$ cat src/rtl/field_decoder_if.sv
// field_decoder_if
//   Handshake bundle between a code producer and the field decoder.
//   Input side : in_valid / in_ready / code_in   (64-bit receptive-field code)
//   Output side: out_valid / out_ready / img / err_flag / err_cnt
//   Modports:
//     master - the side that supplies codes and consumes decoded images
//     slave  - the decoder itself
interface field_decoder_if #(
    parameter int ERR_CNT_W = 6
) ();
    logic                 in_valid;
    logic                 in_ready;
    logic [63:0]          code_in;
    logic                 out_valid;
    logic                 out_ready;
    logic [24:0]          img;
    logic                 err_flag;
    logic [ERR_CNT_W-1:0] err_cnt;

    modport master (
        output in_valid,
        input  in_ready,
        output code_in,
        input  out_valid,
        output out_ready,
        input  img,
        input  err_flag,
        input  err_cnt
    );

    modport slave (
        input  in_valid,
        output in_ready,
        input  code_in,
        output out_valid,
        input  out_ready,
        output img,
        output err_flag,
        output err_cnt
    );
endinterface

$ cat src/rtl/field_decoder.sv
// field_decoder
//   Rebuilds a 5x5 binary image from sixteen overlapping 2x2 fields (4x4 grid,
//   stride 1), one field per clock, and counts pixels on which overlapping
//   fields disagree. The first value written to a pixel wins.
//   Ports:
//     clk    - clock
//     rst_n  - asynchronous active-low reset
//     clear  - synchronous flush back to IDLE, dominates every other input
//     bus    - field_decoder_if.slave (code in, image/error result out)
//
//   state  | meaning
//   IDLE   | in_ready high, waiting for a code
//   DECODE | applying field k to the image, k = 0..15
//   DONE   | out_valid high, result held until out_ready
module field_decoder #(
    parameter int CHECK_EN  = 1,
    parameter int ERR_CNT_W = 6
) (
    input  logic                 clk,
    input  logic                 rst_n,
    input  logic                 clear,
    field_decoder_if.slave       bus
);

    typedef enum logic [1:0] {
        IDLE   = 2'd0,
        DECODE = 2'd1,
        DONE   = 2'd2
    } state_t;

    state_t               state;
    logic [3:0]           k;
    logic [63:0]          code_r;
    logic [24:0]          img_r;
    logic [24:0]          wmask;
    logic                 err_flag_r;
    logic [ERR_CNT_W-1:0] err_cnt_r;
    logic                 in_ready_r;
    logic                 out_valid_r;

    logic [63:0] code_sh;
    logic [3:0]  fld;
    logic [24:0] img_nx;
    logic [24:0] wmask_nx;
    logic [2:0]  conf_nx;
    logic [4:0]  pix;

    // Field k sits at code_r[63-4k -: 4]; shifting left by 4k brings it to the top nibble.
    // Nibble bit 3-n covers pixel (i + n/2, j + n%2), where i = k[3:2], j = k[1:0].
    always_comb begin
        img_nx   = img_r;
        wmask_nx = wmask;
        conf_nx  = '0;
        pix      = '0;
        code_sh  = code_r << {k, 2'b00};
        fld      = code_sh[63:60];
        for (int n = 0; n < 4; n++) begin
            pix = 5'(24 - 5 * (int'(k[3:2]) + n / 2) - (int'(k[1:0]) + n % 2));
            if (!wmask_nx[pix]) begin
                img_nx[pix]   = fld[2'(3 - n)];
                wmask_nx[pix] = 1'b1;
            end else if (img_nx[pix] != fld[2'(3 - n)]) begin
                conf_nx = conf_nx + 3'd1;
            end
        end
    end

    always_ff @(posedge clk or negedge rst_n) begin
        if (!rst_n) begin
            state       <= IDLE;
            k           <= '0;
            code_r      <= '0;
            img_r       <= '0;
            wmask       <= '0;
            err_flag_r  <= 1'b0;
            err_cnt_r   <= '0;
            in_ready_r  <= 1'b1;
            out_valid_r <= 1'b0;
        end else if (clear) begin
            state       <= IDLE;
            k           <= '0;
            img_r       <= '0;
            wmask       <= '0;
            err_flag_r  <= 1'b0;
            err_cnt_r   <= '0;
            in_ready_r  <= 1'b1;
            out_valid_r <= 1'b0;
        end else begin
            case (state)
                IDLE: begin
                    if (bus.in_valid) begin
                        code_r     <= bus.code_in;
                        img_r      <= '0;
                        wmask      <= '0;
                        err_flag_r <= 1'b0;
                        err_cnt_r  <= '0;
                        k          <= '0;
                        in_ready_r <= 1'b0;
                        state      <= DECODE;
                    end
                end
                DECODE: begin
                    img_r <= img_nx;
                    wmask <= wmask_nx;
                    if (CHECK_EN != 0 && conf_nx != 3'd0) begin
                        // At most 39 conflicts per image, so no saturation is needed.
                        err_cnt_r  <= err_cnt_r + ERR_CNT_W'(conf_nx);
                        err_flag_r <= 1'b1;
                    end
                    if (k == 4'd15) begin
                        out_valid_r <= 1'b1;
                        state       <= DONE;
                    end else begin
                        k <= k + 4'd1;
                    end
                end
                DONE: begin
                    if (bus.out_ready) begin
                        out_valid_r <= 1'b0;
                        in_ready_r  <= 1'b1;
                        state       <= IDLE;
                    end
                end
                default: begin
                    state       <= IDLE;
                    in_ready_r  <= 1'b1;
                    out_valid_r <= 1'b0;
                end
            endcase
        end
    end

    assign bus.in_ready  = in_ready_r;
    assign bus.out_valid = out_valid_r;
    assign bus.img       = img_r;
    assign bus.err_flag  = err_flag_r;
    assign bus.err_cnt   = err_cnt_r;

endmodule
$ cat src/flat_wrapper.sv
// flat-port wrapper written by rule: the top's interface ports become plain ports
module field_decoder_flat 
#(
    parameter int CHECK_EN  = 1,
    parameter int ERR_CNT_W = 6
)
  (clk, rst_n, clear, bus_in_valid, bus_in_ready, bus_code_in, bus_out_valid, bus_out_ready, bus_img, bus_err_flag, bus_err_cnt);
  field_decoder_if #(.ERR_CNT_W(ERR_CNT_W)) bus_i ();
  input  logic clk;
  input  logic rst_n;
  input  logic clear;
  input wire logic [$bits(bus_i.in_valid)-1:0] bus_in_valid;
  output wire logic [$bits(bus_i.in_ready)-1:0] bus_in_ready;
  input wire logic [$bits(bus_i.code_in)-1:0] bus_code_in;
  output wire logic [$bits(bus_i.out_valid)-1:0] bus_out_valid;
  input wire logic [$bits(bus_i.out_ready)-1:0] bus_out_ready;
  output wire logic [$bits(bus_i.img)-1:0] bus_img;
  output wire logic [$bits(bus_i.err_flag)-1:0] bus_err_flag;
  output wire logic [$bits(bus_i.err_cnt)-1:0] bus_err_cnt;
  assign bus_i.in_valid = bus_in_valid;
  assign bus_in_ready = bus_i.in_ready;
  assign bus_i.code_in = bus_code_in;
  assign bus_out_valid = bus_i.out_valid;
  assign bus_i.out_ready = bus_out_ready;
  assign bus_img = bus_i.img;
  assign bus_err_flag = bus_i.err_flag;
  assign bus_err_cnt = bus_i.err_cnt;
  field_decoder #(.CHECK_EN(CHECK_EN), .ERR_CNT_W(ERR_CNT_W)) u_core (.clk(clk), .rst_n(rst_n), .clear(clear), .bus(bus_i));
endmodule
$ cat config.mk
export PLATFORM = sky130hd
export DESIGN_NAME = field_decoder_flat
export DESIGN_NICKNAME = d
export VERILOG_FILES = /design/src/rtl/field_decoder_if.sv /design/src/rtl/field_decoder.sv /design/src/flat_wrapper.sv
export SDC_FILE = /design/constraint.sdc
export NUM_CORES = 1
export LEC_CHECK = 0
export ABC_AREA = 1
export BUFFER_PORTS_ARGS = -buffer_cell sky130_fd_sc_hd__buf_2
export CAP_MARGIN = 15
export CORE_MARGIN = 2
export CORE_UTILIZATION = 45
export DETAILED_ROUTE_END_ITERATION = 12
export GPL_TIMING_DRIVEN = 0
export SYNTH_ARGS = -nofsm -noshare
export SYNTH_HDL_FRONTEND = slang
export SYNTH_SLANG_ARGS = --single-unit
$ cat constraint.sdc
create_clock -name clk -period 7 [get_ports clk]
set_input_delay 1.75 -clock clk [delete_from_list [all_inputs] [get_ports clk]]
set_output_delay 1.75 -clock clk [all_outputs]
set_load 0.05 [all_outputs]
==> Yosys cells after proc, flatten, opt, wreduce, memory -nomap -nowiden <==
Cells that the tools add are included.
{ "totals": {"mem_bits_ro": 0, "regBits": 129, "input_bits": 69, "mem_bits_rw": 0, "mem_count": 0, "latch_bits": 0, "out_inout_bits": 34, "wordCells": 129} }
{ "classes": {"div_mod_pow": 0, "mul": 2, "mux": 66, "eq_ne": 12, "n_reduce_logical": 14, "addsub": 12, "n_lt_le_gt_ge": 8, "n_bitwise": 5, "shift": 1} }
{ "op_table": {"columns": ["op", "n"], "rows": [
  ["25-bit two-way mux", 11],
  ["25-bit bitwise mux", 4],
  ["25-bit bitwise OR", 4],
  ["25-bit case mux with 2 select lines", 2],
  ["64-bit by 6-bit << shifter with 62-bit output", 1],
  ["1-bit binary-select mux with 5-bit select", 6],
  ["5-bit by 6-bit < comparator with 1-bit output, second input constant", 4],
  ["1-bit demux with 5-bit select", 4],
  ["5-bit by 1-bit greater-or-equal comparator with 1-bit output, second input constant", 4],
  ["1-bit two-way mux", 19],
  ["6-bit two-way mux", 3],
  ["3-bit AND reduction", 6],
  ["3-bit two-way mux", 4],
  ["4-bit two-way mux", 3],
  ["6-bit case mux with 2 select lines", 1],
  ["4-bit by 5-bit subtractor with 5-bit output, first input constant", 2],
  ["5-bit by 3-bit subtractor with 5-bit output", 2],
  ["5-bit subtractor", 2],
  ["3-bit != test, second input constant", 3],
  ["2-bit two-way mux", 4],
  ["4-bit case mux with 2 select lines", 1],
  ["2-bit by 1-bit adder with 3-bit output, second input constant", 2],
  ["6-bit by 3-bit adder with 6-bit output", 1],
  ["3-bit by 2-bit != test with 1-bit output, second input constant", 2],
  ["18 further kinds", 25]
]} }

==> Depth between registers and ports, before layout <==
{ "depth": {"depth_word": 24, "ltp_mapped": 53, "depth_no_buf": 49} }

==> Worst setup path before layout <==
Ideal clock, no wire load.
{ "synth_timing": {"path_kind": "reg2reg", "start": "reg u_core.k[2]", "end": "reg u_core.err_cnt_r[4] (netlist: u_core.bus.err_cnt[4])", "synth_period_minus_slack_ns": 6.349, "setup_ns": 0.120, "required_ns": 6.880, "setup_slack_ns": 0.651, "t_arrival_ns": 6.229, "path_buffers": 3, "stages_incl_launch_ff": 50, "path_cell_list": "dfrtp_1 > clkbuf_1 > inv_1 > ha_1 > inv_1 > fa_1 > buf_6 > inv_4 > nor2_8 > nand2_1 > nor2_2 > nand2_1 > nor2_2 > a21oi_4 > nand3_1 > nand2_1 > nand2_1 > nand2_1 > (+14 left out) > nand3_1 > o21ai_1 > nand2_1 > nor2_1 > nand2_1 > nand2_1 > nand2_1 > ha_1 > nand3b_1 > nand2_2 > inv_1 > ha_1 > fa_1 > nand3_1 > xor2_1 > nor3_1 > nand3_1 > nand2_1"} }
{ "synth_via": {"elab_chain_len": 24, "elab_cells_between_ends": 63, "classes_between": "add/sub: 9; mul: 2; order compare: 6; eq/ne: 3; shift: 1; mux: 34; bitwise: 3; reduce/logical: 5"} }
{ "synth_rtl": {"columns": ["item", "line_no", "text"], "rows": [
  ["start: declaration", "field_decoder.sv:32", "logic [3:0] k;"],
  ["start signal: assignment", "field_decoder.sv:114", "k <= k + 4'd1;"],
  ["3-bit by 2-bit multiplier with 5-bit output", "field_decoder.sv:58", "pix = 5'(24 - 5 * (int'(k[3:2]) + n / 2) - (int'(k[1:0]) + n % 2));"],
  ["4-bit by 5-bit subtractor with 5-bit output", "field_decoder.sv:58", null],
  ["5-bit by 3-bit subtractor with 5-bit output", "field_decoder.sv:58", null],
  ["5-bit by 6-bit < comparator with 1-bit output (not written as such) / 5-bit by 1-bit greater-or-equal comparator with 1-bit output (equally long branches)", "field_decoder.sv:60, field_decoder.sv:61", null],
  ["1-bit logical AND (not written as such)", "field_decoder.sv:60, field_decoder.sv:61", null],
  ["1-bit two-way mux (not written as such)", "field_decoder.sv:60, field_decoder.sv:61", null],
  ["1-bit demux with 5-bit select", null, null],
  ["25-bit bitwise OR (no line)", null, null],
  ["(+8 left out)", null, null],
  ["1-bit two-way mux (not written as such) / 3-bit two-way mux (equally long branches)", "field_decoder.sv:62, field_decoder.sv:59", null],
  ["1-bit != test / 3-bit by 1-bit adder with 3-bit output (equally long branches)", "field_decoder.sv:62, field_decoder.sv:63", null],
  ["3-bit two-way mux", "field_decoder.sv:62", "end else if (img_nx[pix] != fld[2'(3 - n)]) begin"],
  ["3-bit two-way mux (*)", "field_decoder.sv:59", "if (!wmask_nx[pix]) begin"],
  ["6-bit by 3-bit adder with 6-bit output", "field_decoder.sv:107", "err_cnt_r <= err_cnt_r + ERR_CNT_W'(conf_nx);"],
  ["6-bit two-way mux", "field_decoder.sv:105", "if (CHECK_EN != 0 && conf_nx != 3'd0) begin"],
  ["6-bit case mux with 2 select lines", "field_decoder.sv:89", "case (state)"],
  ["6-bit two-way mux", "field_decoder.sv:79", "end else if (clear) begin"],
  ["end signal: assignment", "field_decoder.sv:107", null],
  ["end: declaration", "field_decoder.sv:37", "logic [ERR_CNT_W-1:0] err_cnt_r;"]
]} }
Every way passes the cells marked *; elsewhere a longest branch is shown, timed or not. The select of a mux whose other input is x is not followed.
A chain may end at the register's enable or synchronous reset.

==> Worst setup path in the final report <==
{ "layout_timing": {"start": "reg u_core.k[2]", "end": "reg u_core.err_cnt_r[1] (netlist: u_core.bus.err_cnt[1])"} }
The elaborated chain is that of the path after synthesis.

==> impl_metrics.json <==
{
  "holdCritStartpoint": "u_core.bus.out_valid",
  "antenna_cells": 0,
  "die_area_um2": 20300,
  "syn_area_um2": 8610,
  "final_area_um2": 9960,
  "drv_cap": 0,
  "slew_violations": 0,
  "synthToLayoutAreaGrowth_pct": 15.6,
  "cpPeakStageDelay_ns": 0.52,
  "tns_ns": 0,
  "placed_cell_area_um2": 9280,
  "tightest_slew_ns": 0.919,
  "clock_sinks": 97,
  "hold_violations": 0,
  "pin_count": 103,
  "hold_buffers": 0,
  "seqPwrFrac_pct": 17.8,
  "p_comb_share_pct": 69.7,
  "ys.flop_type": "dfrtp_1",
  "fp.dieH_um": 142,
  "ys_ff_latch": 97,
  "intPower_mw": 1.86,
  "cts_buffer_depth": 2,
  "root_buffer": "clkbuf_16",
  "synth_top_area_cell": "dfrtp_1",
  "critPathMaxFanout": 10,
  "yosys_warnings": 0,
  "clk_latency_ns": 0.36,
  "outcome": "completed",
  "finalSetupViolCount": 0,
  "grt_pass1_vias": 8855,
  "finalCritPeriodShare_pct": 94.9,
  "ys_types": 51,
  "grt_max_degree": 65,
  "sw_frac_of_total_pct": 57.6,
  "critPathRequiredTime_ns": 7.30,
  "grt_use_total_pct": 33.7,
  "hold_path_class": "reg -> reg",
  "first_pass_iters": 6,
  "routed_wl_um": 33900,
  "whs_endpoint": "u_core.bus.out_valid",
  "syn_area_per_cell_um2": 6.49,
  "hold_ws_ns": 0.486,
  "synth.top_cell.area_share_pct": 27.9,
  "drt_drc_violations_left": 0,
  "clk_pin_slew_ns": 0.08,
  "power_frac_clock_pct": 12.5,
  "rr_worst_depth": 38,
  "crit_buf_inv": 8,
  "start_kind": "flop",
  "antenna_left": 0,
  "power_density_nw_per_um2": 442,
  "p_leak_nw": 4.81,
  "period_needed_ns": 6.64,
  "netlist_instances": 1327,
  "cts_tree": "done",
  "rows": 50,
  "r2r_end": "u_core.bus.err_cnt[1]",
  "numCtsBuffers": 9,
  "gp_congestion": 1.03,
  "cts_max_level": 3,
  "grt_antenna_before_repair": 0,
  "start_util_pct": 45.9,
  "drt-initial-drc-count": 1108,
  "r2r_setup_slack_ns": 0.36,
  "vias": 9459,
  "synth_edf_count": 0,
  "arrival_ns": 6.94,
  "viasPerCell": 5.67,
  "grt_pass1_wl_um": 51400,
  "ir_drop_mv": 0.234,
  "crit_slowest_cell": "fa_2",
  "nFillCells": 1978,
  "slew_headroom_pct": 38.3,
  "portBuffers": 70,
  "synth.top_cells.by_area": "dfrtp_1 (28%), nand2_1 (17%), o21ai_0 (7.4%), nor2_1 (6.9%), mux2_2 (6.0%)",
  "core_area_um2": 18800,
  "cp-end-kind": "flop",
  "critPathTopFamily": "adder cells",
  "p_sw_mw": 2.54,
  "r2r_start": "u_core.k[2]",
  "clock_skew_ns": 0.0118,
  "drive_gt1_share_pct": 18.3,
  "hpwl_um": 27100,
  "syn_nets": 1421,
  "dieWidth_um": 142,
  "crit_type": "reg -> reg",
  "final_util_pct": 53.0,
  "ys_async_sr_fraction_pct": 100,
  "wl_per_cell_um": 20.3,
  "synth-seq-area-share_pct": 28.2,
  "whs_path_depth": 2,
  "cp_common_cell": "nand2_1",
  "finalNetCount": 1524,
  "overflow": 0,
  "max_freq_mhz": 151
}
-- flip-flops by register name, summed over array words and instances (netlist names) --
signal	flops
u_core.k	4
u_core.bus.out_valid	1
u_core.bus.err_flag	1
u_core.bus.in_ready	1
u_core.bus.img	25
u_core.wmask	25
u_core.state	2
u_core.code_r	32
u_core.bus.err_cnt	6
-- area by class of cell --
cell class	instances	area (um2)	share of cell area [%]
plain buffers	49	310	3.12
multi-input cells	1042	5510	55.4
clock buffers	9	225	2.26
inverters	138	539	5.42
repair buffers	93	549	5.52
clock inverters	7	95.1	0.955
flip-flops and latches	97	2430	24.4
well taps	234	293	2.94
-- cell usage in the layout, fill, tap and decap left out, types with 10 or more instances in the layout --
| cell | Yosys | layout |
|---|---|---|
| nor2_2 | 8 | 10 |
| clkbuf_1 | 19 | 15 |
| nor2_1 | 159 | 154 |
| nor3_1 | 17 | 14 |
| buf_4 | 4 | 24 |
| dfrtp_1 | 96 | 94 |
| nand2_1 | 397 | 394 |
| o21ai_0 | 127 | 115 |
| nand2_2 | 11 | 14 |
| mux2_2 | 46 | 46 |
| buf_6 | 10 | 13 |
| o21ai_1 | 41 | 46 |
| nand4_1 | 14 | 14 |
| buf_2 | 12 | 81 |
| a21oi_1 | 40 | 40 |
| ha_1 | 20 | 18 |
| inv_1 | 126 | 124 |
| nand3_1 | 76 | 74 |
-- per-layer routing --
metal	track usage, %	wire length (um)	up-vias
met3	7.10	3090	70
met1	46.2	14700	4382
met2	52.5	15000	444
met5	0	0	-
met4	12.8	1220	0
li1	-	-	4563
-- logic make-up (layout without fill, tap and decap cells) --
logic type	Yosys count	count (layout)	synth area share (%)
and+or+nand+nor	703	703	34.5
adders and majority gates	25	25	4.07
DFF	97	97	28.2
muxes	46	46	6.02
xor gates and xnor gates	12	12	1.31
buffers and inverters	188	296	9.50
AOI/OAI and AO/OA	256	256	16.4
-- worst reg2reg max path: cells and delay by family, from the launching register on --
family	cells	cell delay [ns]
AOI/OAI and AO/OA	7	1.53
xor gates and xnor gates	1	0.30
adders and majority gates	5	1.75
buffers and inverters	8	1.01
DFF	1	0.43
and+or+nand+nor	17	1.59
-- per-stage QoR --
step / setup slack [ns] / cells / total power [mW]
2_1_floorplan: 0.651 / 1327 / 2.76
3_3_place_gp: -0.869 / 1631 / 3.62
3_5_place_dp: -0.857 / 1632 / 3.63
4_1_cts: 0.00653 / 1652 / 4.21
5_1_grt: -0.0162 / 1669 / 4.70
6_report: 0.358 / 1669 / 4.40
-- what timing repair did --
| action | CTS | global route |
|---|---|---|
| setup buffers | 4 | 17 |
| endpoints found under the hold margin | 0 | 0 |
| gates resized for setup | 15 | 50 |
| pin swaps | 0 | 12 |
| endpoints found under the setup margin | 7 | 6 |
| cloned | 0 | 1 |
-- Yosys cell counts (all sizes together), types with 6 or more instances --
cell     count
nand2      413
nor2       168
o21ai      168
inv        134
dfrtp       96
nand3       81
mux2        46
a21oi       41
buf         31
ha          20
clkbuf      19
nor3        19
nand4       15
o22ai       10
o221ai       7
xor2         7
a31oi        6
o2111ai      6
-- power groups by stage --
stage | clock (mW) | combinational, mW | sequential (mW)
2_1_floorplan | 0 | 1.85 | 0.909
3_3_place_gp | 0 | 2.83 | 0.787
3_5_place_dp | 0 | 2.85 | 0.788
4_1_cts | 0.562 | 2.87 | 0.777
5_1_grt | 0.580 | 3.33 | 0.794
6_report | 0.552 | 3.07 | 0.783
-- worst max-delay path by stage --
stage                      from               endpoint  slack, ns  cells after the start
detailed placement  u_core.k[2]  u_core.bus.err_cnt[4]      -0.86                     49
CTS                 u_core.k[1]  u_core.bus.err_cnt[4]      0.007                     44
finish              u_core.k[2]  u_core.bus.err_cnt[1]       0.36                     38
global route        u_core.k[2]  u_core.bus.err_cnt[1]      -0.02                     49
floorplan           u_core.k[2]  u_core.bus.err_cnt[4]       0.65                     49
global placement    u_core.k[2]  u_core.bus.err_cnt[4]      -0.87                     49
No activity file was read; power rests on OpenSTA's default activity.
